$ cat src/rtl/rc_servo_pkg.sv
// Shared definitions for the RC servo sigma-delta front end.
// Holds parameter defaults, the IIR smoothing shift and the window state type.
// No ports; imported by rc_servo_sync users and rc_servo_sd_front.
package rc_servo_pkg;

   localparam int WIN_BITS_DEF    = 8;
   localparam int SYNC_STAGES_DEF = 2;
   localparam int SD_IIR_SHIFT    = 2;

   typedef enum logic {
      IDLE = 1'b0,
      RUN  = 1'b1
   } sd_state_t;

endpackage

$ cat src/rtl/rc_servo_sync.sv
// N-stage single-bit synchroniser for asynchronous pad inputs.
// Latency: N clocks from d to q. No backpressure (free-running).
// Ports: clk, rst_n (async active-low), d (async input), q (synchronised).
module rc_servo_sync #(
   parameter int N = 2
) (
   input  logic clk,
   input  logic rst_n,
   input  logic d,
   output logic q
);

   logic [N-1:0] sr;

   always_ff @(posedge clk or negedge rst_n) begin
      if (!rst_n) begin
         sr <= '0;
      end else begin
         sr <= {sr[N-2:0], d};
      end
   end

   assign q = sr[N-1];

endmodule

$ cat src/rtl/rc_servo_sd_front.sv
// First-order sigma-delta ADC front end for one joystick axis.
// Latency: sample updates on the edge ending the 2**WIN_BITS-cycle window; fb_o lags the pin by SYNC_STAGES clocks.
// Backpressure: valid/ready; an unaccepted sample is overwritten by the next capture and overrun_o is set (sticky).
// Ports: clk, rst_n, en_i, comp_async_i, fb_o, sample_o/sample_valid_o/sample_ready_i, overrun_o, ovr_clr_i.
// Optional macro RC_SERVO_SD_IIR_EN: smooth each captured count with a 1/4-gain first-order IIR.
module rc_servo_sd_front
   import rc_servo_pkg::*;
#(
   parameter int WIN_BITS    = WIN_BITS_DEF,
   parameter int SYNC_STAGES = SYNC_STAGES_DEF
) (
   input  logic                clk,
   input  logic                rst_n,
   input  logic                en_i,
   input  logic                comp_async_i,
   output logic                fb_o,
   output logic [WIN_BITS-1:0] sample_o,
   output logic                sample_valid_o,
   input  logic                sample_ready_i,
   output logic                overrun_o,
   input  logic                ovr_clr_i
);

   localparam logic [WIN_BITS-1:0] WCNT_LAST = '1;

   logic                comp_s;
   sd_state_t           state;
   logic [WIN_BITS-1:0] wcnt;
   logic [WIN_BITS:0]   acc;
   logic [WIN_BITS:0]   total;
   logic [WIN_BITS-1:0] raw_sat;
   logic [WIN_BITS-1:0] cap_val;
   logic                cap;
   logic                xfer;

   rc_servo_sync #(.N(SYNC_STAGES)) u_comp_sync (
      .clk   (clk),
      .rst_n (rst_n),
      .d     (comp_async_i),
      .q     (comp_s)
   );

   // The feedback bit closes the modulator loop and runs regardless of en_i.
   assign fb_o = comp_s;

   // Count including the current cycle's comparator bit; a window of all
   // ones reaches 2**WIN_BITS, one past the sample range, so clamp it.
   assign total   = acc + {{WIN_BITS{1'b0}}, comp_s};
   assign raw_sat = total[WIN_BITS] ? '1 : total[WIN_BITS-1:0];
   assign cap     = en_i && (state == RUN) && (wcnt == WCNT_LAST);
   assign xfer    = sample_valid_o && sample_ready_i;

`ifdef RC_SERVO_SD_IIR_EN
   logic signed [WIN_BITS:0] y;
   logic signed [WIN_BITS:0] diff;
   logic signed [WIN_BITS:0] y_new;

   assign diff    = $signed({1'b0, raw_sat}) - y;
   assign y_new   = y + (diff >>> SD_IIR_SHIFT);
   // y tracks a value in [0, 2**WIN_BITS-1], so the sign bit is always 0 here.
   assign cap_val = y_new[WIN_BITS-1:0];

   always_ff @(posedge clk or negedge rst_n) begin
      if (!rst_n) begin
         y <= '0;
      end else if (cap) begin
         y <= y_new;
      end
   end
`else
   assign cap_val = raw_sat;
`endif

   // Window FSM. The first enabled cycle already counts, so entry from IDLE
   // performs the first accumulation; dropping en_i discards the partial window.
   always_ff @(posedge clk or negedge rst_n) begin
      if (!rst_n) begin
         state <= IDLE;
         wcnt  <= '0;
         acc   <= '0;
      end else begin
         case (state)
            IDLE: begin
               if (en_i) begin
                  state <= RUN;
                  acc   <= total;
                  wcnt  <= wcnt + 1'b1;
               end else begin
                  acc  <= '0;
                  wcnt <= '0;
               end
            end
            RUN: begin
               if (!en_i) begin
                  state <= IDLE;
                  acc   <= '0;
                  wcnt  <= '0;
               end else if (wcnt == WCNT_LAST) begin
                  acc  <= '0;
                  wcnt <= '0;
               end else begin
                  acc  <= total;
                  wcnt <= wcnt + 1'b1;
               end
            end
            default: begin
               state <= IDLE;
               acc   <= '0;
               wcnt  <= '0;
            end
         endcase
      end
   end

   // Output register and handshake. A capture always wins over a transfer;
   // overrun only when the old sample is lost (valid, not being taken).
   always_ff @(posedge clk or negedge rst_n) begin
      if (!rst_n) begin
         sample_o       <= '0;
         sample_valid_o <= 1'b0;
         overrun_o      <= 1'b0;
      end else begin
         if (cap) begin
            sample_o       <= cap_val;
            sample_valid_o <= 1'b1;
         end else if (xfer) begin
            sample_valid_o <= 1'b0;
         end
         if (cap && sample_valid_o && !sample_ready_i) begin
            overrun_o <= 1'b1;
         end else if (ovr_clr_i) begin
            overrun_o <= 1'b0;
         end
      end
   end

endmodule
$ cat config.mk
export PLATFORM = sky130hd
export DESIGN_NAME = rc_servo_sd_front
export DESIGN_NICKNAME = d
export VERILOG_FILES = /design/src/rtl/rc_servo_pkg.sv /design/src/rtl/rc_servo_sync.sv /design/src/rtl/rc_servo_sd_front.sv
export SDC_FILE = /design/constraint.sdc
export NUM_CORES = 1
export LEC_CHECK = 0
export CORE_ASPECT_RATIO = 2
export CORE_MARGIN = 3
export CORE_UTILIZATION = 29
export CTS_CLUSTER_DIAMETER = 100
export CTS_CLUSTER_SIZE = 30
export DETAILED_ROUTE_END_ITERATION = 16
export PLACE_DENSITY_LB_ADDON = 0.1
export SLEW_MARGIN = 20
export SYNTH_ARGS = -nofsm -noshare
export SYNTH_HDL_FRONTEND = slang
export SYNTH_SLANG_ARGS = --single-unit
$ cat constraint.sdc
create_clock -name clk -period 2.1 [get_ports clk]
set_clock_uncertainty 0.15 [all_clocks]
set_input_delay 0.42 -clock clk [delete_from_list [all_inputs] [get_ports clk]]
set_output_delay 0.42 -clock clk [all_outputs]
set_load 0.05 [all_outputs]
# Word level (Yosys, flattened, before mapping)
# Cells that the tools add are included.
[classes]
n_div = 0
n_mul = 0
n_lt_le_gt_ge = 0
n_reduce_logical = 8
n_addsub = 2
shifts = 0
muxes = 14
bitwise_logic = 1
n_eq_ne = 1
[ops]
columns = ["operator", "count"]
rows = [
  ["8-bit 2-to-1 mux", 4],
  ["9-bit 2-to-1 mux", 3],
  ["9-bit one-hot mux with 2 select lines", 1],
  ["8-bit one-hot mux with 2 select lines", 1],
  ["9-bit by 1-bit adder with 9-bit output", 1],
  ["8-bit by 1-bit adder with 8-bit output (second input constant)", 1],
  ["8-bit == test (second input constant)", 1],
  ["1-bit logical AND", 5],
  ["1-bit 2-to-1 mux", 5],
  ["2-bit nonzero test", 2],
  ["1-bit zero test", 1],
  ["1-bit NOT", 1],
]
[totals]
ramBits = 0
out_inout_bits = 11
elab_cells = 33
mem_bits_ro = 0
reg_bits = 30
mem_count = 0
latch_bits = 0

# Longest topological paths before layout
# Gate-level depths: netlist of the first run.
[depth]
word_depth = 5
ltp_mapped = 6
ltp_nobuf = 6

# Modules after synthesis
# From an unflattened synthesis of the first run, not the netlist that was laid out.
[hier_totals]
cells_unflattened = 117
hier_area_um2 = 1255.0
[by_module_without_submodules]
columns = ["module", "cells_per_inst", "area_each_um2", "n_inst"]
rows = [
  ["rc_servo_sd_front", 115, 1204.9, 1],
  ["rc_servo_sync", 2, 50.0, 1],
]

# Least setup slack after synthesis of the first run
# OpenSTA, ideal clock, no wires.
[synth_path]
path_type = "register to register"
startpoint = "register u_comp_sync.sr[1]"
endpoint = "register sample_o[0]"
required_ps = 1820
arrival_time_ps = 1779
period_less_slack_ps = 2059
setup_ps = 130
path_stages_with_launch = 7
slack_ps = 41
path_cell_list = "dfrtp_1 -> ha_1 -> ha_1 -> nand4_1 -> o21a_1 -> nor3_4 -> a21oi_1"
[synth_via]
elab_chain_cells = 2
[synth_lines]
columns = ["item", "line_no", "source"]
rows = [
  ["start, declared", "rc_servo_sync.sv:13", "logic [N-1:0] sr;"],
  ["start signal, assigned", "rc_servo_sync.sv:19", "sr <= {sr[N-2:0], d};"],
  ["9-bit by 1-bit adder with 9-bit output", "rc_servo_sd_front.sv:48", "assign total = acc + {{WIN_BITS{1'b0}}, comp_s};"],
  ["8-bit 2-to-1 mux", "rc_servo_sd_front.sv:49", "assign raw_sat = total[WIN_BITS] ? '1 : total[WIN_BITS-1:0];"],
  ["end signal, assigned", "rc_servo_sd_front.sv:124", "sample_o <= cap_val;"],
  ["end, declared", "rc_servo_sd_front.sv:17", "output logic [WIN_BITS-1:0] sample_o,"],
]
# Every way passes these cells.
# A chain may end at the register's enable or synchronous reset.

# Worst setup path in the final report of the first run
[layout_path]
startpoint = "register u_comp_sync.sr[1]"
endpoint = "output port fb_o"
[layout_rtl]
columns = ["item", "line_no", "source"]
rows = [
  ["end, declared", "rc_servo_sd_front.sv:16", "output logic fb_o,"],
]
# No word-level cell between the ends.

==> metrics.csv, run 1 <==
stage;metric;value;unit
status;status;finished, final reports clean;
detailed_routing;M1 wire length;1080;um
timing;Final period util;97.28;%
timing;Achievable Freq;489.5;MHz
timing;Slew @ Worst Pin;496.6;ps
cells_and_area;Layout Nets;157;
detailed_routing;top layer in use;met4;
clocking;Setup Buffers After CTS;0;
global_route;GRT Util Overall;11.90;%
detailed_routing;final WL;2637;um
detailed_routing;metal3 WL;99;um
synthesis;Post-synth EDFFs;0;
die;Die Ht;98.99;um
placement;PortBufs;16;
placement;GPL Wtd Cong;0.7197;
critical_path;Reg2Reg Depth;7;
critical_path;CP arrival;1470;ps
detailed_routing;vias per inst;4.552;
synthesis;syn_area_per_cell;10.62;um2
detailed_routing;Wirelength per Cell;13.12;um
placement;Setup WS pre-CTS;-11.87;ps
critical_path;Worst R2R End;sample_o[2];
synthesis;leading area contributor after synthesis;dfrtp_1;
min_path;worst hold path class;reg2reg;
pwr;Power Density;741.7;nW/um2
critical_path;CP max-delay cell;clkdlybuf4s50_1;
min_path;min-delay src;u_comp_sync.sr[0];
clocking;CTS Hold Buffers Added;0;
synthesis;main combinational cell family by area after synthesis;simple AND/OR/NAND/NOR gates;
clocking;Root Buffer;clkbuf_8;
clocking;# resized after CTS;0;
synthesis;sequential share of the synthesized area;59.88;%
cells_and_area;final instance area;1608;um2
critical_path;worst reg2reg setup slack;250;ps
critical_path;Top Family by Delay on Critical Path;buffers and inverters;
clocking;Clk pin slew, worst setup/hold paths;60;ps
min_path;WHS Endpoint;u_comp_sync.sr[1];
pwr;total power draw;0.001192;W
die;die area;5196;um2
global_route;largest net degree at the start of global routing;31;
die;chip width;52.49;um
timing;fin worst setup slack;57.08;ps
synthesis;Synth top area share;59.88;%
synthesis;Synth Area in Compound Gates;6.687;%
placement;placed instance area;1516;um2
detailed_routing;drt first pass iters;4;
cells_and_area;# fillers;428;
timing;setup violators final;0;
global_route;grt ovf;0;
critical_path;critical path class;reg2out;
synthesis;Post-Synthesis Cells;118;
die;number of cell rows;33;
placement;post-DP HPWL;1921;um
synthesis;mapped cell area;1254;um2
cells_and_area;utilization after layout;38.94;%
clocking;H-tree Lvls;2;
global_route;initial antenna violation count;0;
critical_path;WP data required;1530;ps
detailed_routing;wire length on met2;1343;um
critical_path;Worst path max stage delay;820;ps
detailed_routing;DR iter-0 viols;7;
synthesis;Synth async-reset ratio;100.0;%
clocking;Clk Latency, worst-skew pair;280;ps
clocking;CTS buffer count;5;
timing;Final Hold Viols;0;
die;Ports;17;
synthesis;post-synthesis mux area share;0;%
min_path;WHS Path Cells;0;
timing;RSZ-0062 raised after global routing;no;
pwr;Max IR drop VDD;0.0004519;V
clocking;CTS Sinks;30;
synthesis;Adder-Cell Fraction of Synth Area;2.994;%
timing;Setup TNS;0;ps
pwr;static leakage;0.7253;nW
synthesis;top cells by area, synth;dfrtp_1 60%, nor2_1 7.5%, xor2_1 4.9%, xnor2_1 3.5%, a21oi_1 3.2%;
synthesis;count leader, synth;dfrtp_1;
critical_path;CP Launch Type;flop;
clocking;clk buf depth;2;
timing;max-slew violations;0;
critical_path;CP Buf/Inv Count;1;
synthesis;count of state elements after synthesis;30;
detailed_routing;Residual DRC;0;
die;Initial Util;30.36;%
critical_path;worst flop-to-flop path startpoint;u_comp_sync.sr[1];
critical_path;crit-path cells;clkdlybuf4s50_1;
critical_path;CP startpoint;u_comp_sync.sr[1];
synthesis;xor and xnor area share after synthesis;8.383;%
synthesis;ys flop type;dfrtp_1;
clocking;CTS tree;built;
synthesis;library cells used by synthesis;23;
cells_and_area;ratio of cells with drive above 1 in the final layout;16.78;%
detailed_routing;post-route ant nets;0;
timing;Tmin final;2043;ps
critical_path;crit path max fanout;2;
detailed_routing;routed vias;915;
die;Core ar.;4129;um2
cells_and_area;Area growth syn-to-layout;28.24;%
synthesis;Simple-Gate Fraction of Synth Area;19.86;%
synthesis;Post-synth top cells;30 x dfrtp_1, 25 x nor2_1, 8 x a21oi_1;
synthesis;Ys Warns;0;
timing;slew margin rel.;66.79;%
global_route;number of global-route vias before repair;948;
cells_and_area;ANT cells;0;
flow_run;Max Cap Violations;0;
global_route;global-route wire length before repair;4422;um
synthesis;syn nets;127;
critical_path;Crit. End Element;primary output;
[logic make-up after synthesis]
| group | after synthesis |
|---|---|
| xor gates and xnor gates | 12 |
| adders and majority gates | 3 |
| buffers and inverters | 7 |
| and+or+nand+nor | 51 |
| AOI/OAI and AO/OA | 15 |
| DFF | 30 |
[metrics by stage]
| stage | instances | hold WS [ps] |
|---|---|---|
| 2_1_floorplan | 118 | -25.59 |
| 3_3_place_gp | 193 | 194.4 |
| 3_5_place_dp | 193 | 195.0 |
| 4_1_cts | 201 | 200.4 |
| 5_1_grt | 201 | 224.6 |
| 6_report | 201 | 199.7 |
[layout make-up]
type	instances	area, um2	area share, %
sequential	30	750.7	46.69
multi-input combinational	81	475.5	29.57
timing repair buffer	24	202.7	12.61
clock buffer	7	86.33	5.370
tap	52	65.06	4.047
inverter	6	22.52	1.401
clock inverter	1	5.005	0.3113
[sequential cells by signal, indices dropped and copies added (netlist names)]
name and flops:
overrun_o 1, state 1, sample_valid_o 1, sample_o 8
acc 9, u_comp_sync.sr 2, wcnt 8
[how the worst max path moves through the flow]
stage / to / slack, ps / cells after the start
finish: fb_o / 60 / 1
global route: fb_o / 10 / 1
CTS: fb_o / 40 / 1
detailed placement: sample_o[5] / -10 / 5
global placement: sample_o[2] / 40 / 5
floorplan: sample_o[0] / 40 / 6
[power by group]
group | leakage, nW | switching (W) | total, W | internal (W)
clock | 0.0482 | 0.000209 | 0.000473 | 0.000264
sequential | 0.390 | 0.0000126 | 0.000610 | 0.000597
combinational | 0.287 | 0.0000708 | 0.000110 | 0.0000391
[per-layer routing]
| layer | vias to the layer above | global-route usage [%] |
|---|---|---|
| met5 | - | 0 |
| met2 | 21 | 18.77 |
| li1 | 452 | - |
| met3 | 8 | 3.480 |
| met1 | 434 | 13.07 |
| met4 | 0 | 8.465 |
[worst reg2reg max path: cells and delay by family, from the launching register on]
family	cells	cell delay, ps
DFF	1	400
buffers and inverters	1	140
and+or+nand+nor	3	490
adders and majority gates	2	420
AOI/OAI and AO/OA	1	120
[placed cells by master, fill, tap and decap left out]
| master | synthesis | layout |
|---|---|---|
| dfrtp_1 | 30 | 30 |
| nor2_1 | 25 | 25 |
| buf_4 | 0 | 15 |
| clkdlybuf4s50_1 | 0 | 9 |
| a21oi_1 | 8 | 8 |
| nand2_1 | 7 | 7 |
| xor2_1 | 7 | 7 |
| inv_1 | 6 | 6 |
| nand3_1 | 6 | 6 |
| clkbuf_8 | 0 | 6 |
| xnor2_1 | 5 | 5 |
| o21ai_0 | 4 | 4 |
| nand4_1 | 3 | 3 |
| nor3_1 | 3 | 3 |
| ha_1 | 3 | 3 |
| nand4_2 | 1 | 1 |
| or3_1 | 1 | 1 |
| and2_1 | 1 | 1 |
| and3_1 | 1 | 1 |
| o21a_1 | 1 | 1 |
| or3_4 | 1 | 1 |
| nand2b_1 | 1 | 1 |
| o22ai_1 | 1 | 1 |
| nor3_4 | 1 | 1 |
| a311o_1 | 1 | 1 |
| clkbuf_1 | 0 | 1 |
| clkinv_2 | 0 | 1 |
Power figures use the tool's default switching activity.
==> inputs of run 2 (changes only) <==
--- a/config.mk
+++ b/config.mk
@@ -11,8 +11,10 @@
 export CTS_CLUSTER_DIAMETER = 100
 export CTS_CLUSTER_SIZE = 30
 export DETAILED_ROUTE_END_ITERATION = 16
+export GPL_ROUTABILITY_DRIVEN = 0
 export PLACE_DENSITY_LB_ADDON = 0.1
 export SLEW_MARGIN = 20
 export SYNTH_ARGS = -nofsm -noshare
 export SYNTH_HDL_FRONTEND = slang
 export SYNTH_SLANG_ARGS = --single-unit
+export TNS_END_PERCENT = 50
==> results of run 2 <==
The final DEF is identical to that of run 1; final timing and power are the same.
==> inputs of run 3 (changes only) <==
--- a/config.mk
+++ b/config.mk
@@ -6,7 +6,6 @@
 export NUM_CORES = 1
 export LEC_CHECK = 0
 export CORE_ASPECT_RATIO = 2
-export CORE_MARGIN = 3
 export CORE_UTILIZATION = 29
 export CTS_CLUSTER_DIAMETER = 100
 export CTS_CLUSTER_SIZE = 30
==> metrics.csv, run 3 (synthesis gave the netlist of run 1 again) <==
stage;metric;value;unit
clocking;CTS buffer count;5;
cells_and_area;ratio of cells with drive above 1 in the final layout;14.97;%
critical_path;Worst path max stage delay;820;ps
critical_path;CP max-delay cell;clkdlybuf4s50_1;
clocking;CTS Sinks;30;
detailed_routing;final WL;2697;um
timing;slew margin rel.;65.21;%
die;Initial Util;30.36;%
timing;Tmin final;2032;ps
global_route;GRT Util Overall;13.81;%
global_route;initial antenna violation count;0;
timing;Final Hold Viols;0;
clocking;Root Buffer;clkbuf_8;
detailed_routing;vias per inst;4.573;
die;die area;4606;um2
critical_path;Reg2Reg Depth;5;
cells_and_area;Area growth syn-to-layout;28.84;%
cells_and_area;final cell count without fillers;199;
clocking;CTS tree;built;
cells_and_area;# fillers;428;
pwr;Max IR drop VDD;0.0004858;V
timing;Achievable Freq;492.2;MHz
cells_and_area;commonest non-fill, non-tap cell in the layout;dfrtp_1;
clocking;Clk Latency, worst-skew pair;280;ps
min_path;WHS Path Cells;0;
critical_path;Crit. End Element;primary output;
critical_path;worst flop-to-flop path startpoint;wcnt[0];
global_route;grt ovf;0;
placement;placed cells;191;
placement;post-DP HPWL;1973;um
die;Die Ht;94.99;um
die;number of cell rows;33;
cells_and_area;max FFs per register;9;
clocking;H-tree Lvls;2;
global_route;largest net degree at the start of global routing;31;
status;status;finished, final reports clean;
timing;Slew @ Worst Pin;520.2;ps
pwr;Power Density;795.3;nW/um2
cells_and_area;most frequent cells in the layout;30 x dfrtp_1, 25 x nor2_1, 11 x clkdlybuf4s50_1, 11 x buf_4, 8 x a21oi_1;
die;Core ar.;4129;um2
timing;setup violators final;0;
detailed_routing;routed vias;910;
cells_and_area;final instance area;1615;um2
detailed_routing;DR iter-0 viols;8;
detailed_routing;post-route ant nets;0;
cells_and_area;Most flops, register;acc;
detailed_routing;drt first pass iters;4;
timing;hold slack;215.3;ps
clocking;Setup Buffers After CTS;0;
clocking;Clk pin slew, worst setup/hold paths;70;ps
timing;max-slew violations;0;
min_path;worst hold path class;reg2reg;
critical_path;critical path class;reg2out;
detailed_routing;Residual DRC;0;
critical_path;Top Family by Delay on Critical Path;buffers and inverters;
placement;Setup WS pre-CTS;-17.98;ps
cells_and_area;Largest regs;acc (9), sample_o (8), wcnt (8);
min_path;min-delay src;u_comp_sync.sr[0];
clocking;CTS Hold Buffers Added;0;
placement;placed instance area;1506;um2
pwr;total power draw;0.001285;W
placement;PortBufs;16;
critical_path;crit-path cells;clkdlybuf4s50_1;
critical_path;WP data required;1530;ps
timing;Final period util;96.74;%
detailed_routing;Wirelength per Cell;13.55;um
die;Ports;17;
critical_path;Worst R2R End;sample_o[4];
critical_path;CP Launch Type;flop;
min_path;WHS Endpoint;u_comp_sync.sr[1];
critical_path;CP arrival;1460;ps
clocking;# resized after CTS;0;
cells_and_area;Layout Nets;155;
cells_and_area;ANT cells;0;
pwr;static leakage;0.7227;nW
critical_path;crit path max fanout;2;
flow_run;Max Cap Violations;0;
global_route;number of global-route vias before repair;1012;
die;chip width;48.49;um
critical_path;CP Buf/Inv Count;1;
clocking;clk buf depth;2;
timing;fin worst setup slack;68.46;ps
timing;RSZ-0062 raised after global routing;no;
global_route;global-route wire length before repair;4616;um
critical_path;worst reg2reg setup slack;190;ps
[run 3: how the worst max path moves through the flow]
stage,slack (ps),startpoint,end,cells past startpoint
3_5_place_dp,-20,en_i,sample_o[4],5
6_report,70,sample_o[4],sample_o[4],1
4_1_cts,40,sample_o[4],sample_o[4],1
3_3_place_gp,30,en_i,sample_o[4],5
5_1_grt,30,wcnt[0],sample_o[4],5
2_1_floorplan,40,u_comp_sync.sr[1],sample_o[0],6
[run 3: layer usage]
metal	up-vias	global-route usage, %	share of wire, %
met2	14	27.35	59
met3	5	3.221	3.3
met4	0	8.824	2.4
li1	448	-	-
met5	-	0	0
met1	443	12.03	35
[run 3: metrics by stage]
step           utilization, %  setup TNS, ps
4_1_cts                 39.12              0
3_3_place_gp            36.48              0
2_1_floorplan               -              0
3_5_place_dp            36.48         -20.31
5_1_grt                 39.12              0
6_report                39.12              0
[run 3: cell type report]
type	instances	area [um2]	area share (%)
tap	52	65.06	4.028
clock inverter	3	40.04	2.479
clock buffer	5	68.82	4.260
timing repair buffer	22	192.7	11.93
inverter	6	22.52	1.394
multi-input combinational	81	475.5	29.43
sequential	30	750.7	46.48
[run 3: power by group]
part	switching, W	internal (W)
logic	0.0000706	0.0000384
registers	0.0000132	0.000597
clock network	0.000216	0.000349
total	0.000300	0.000984
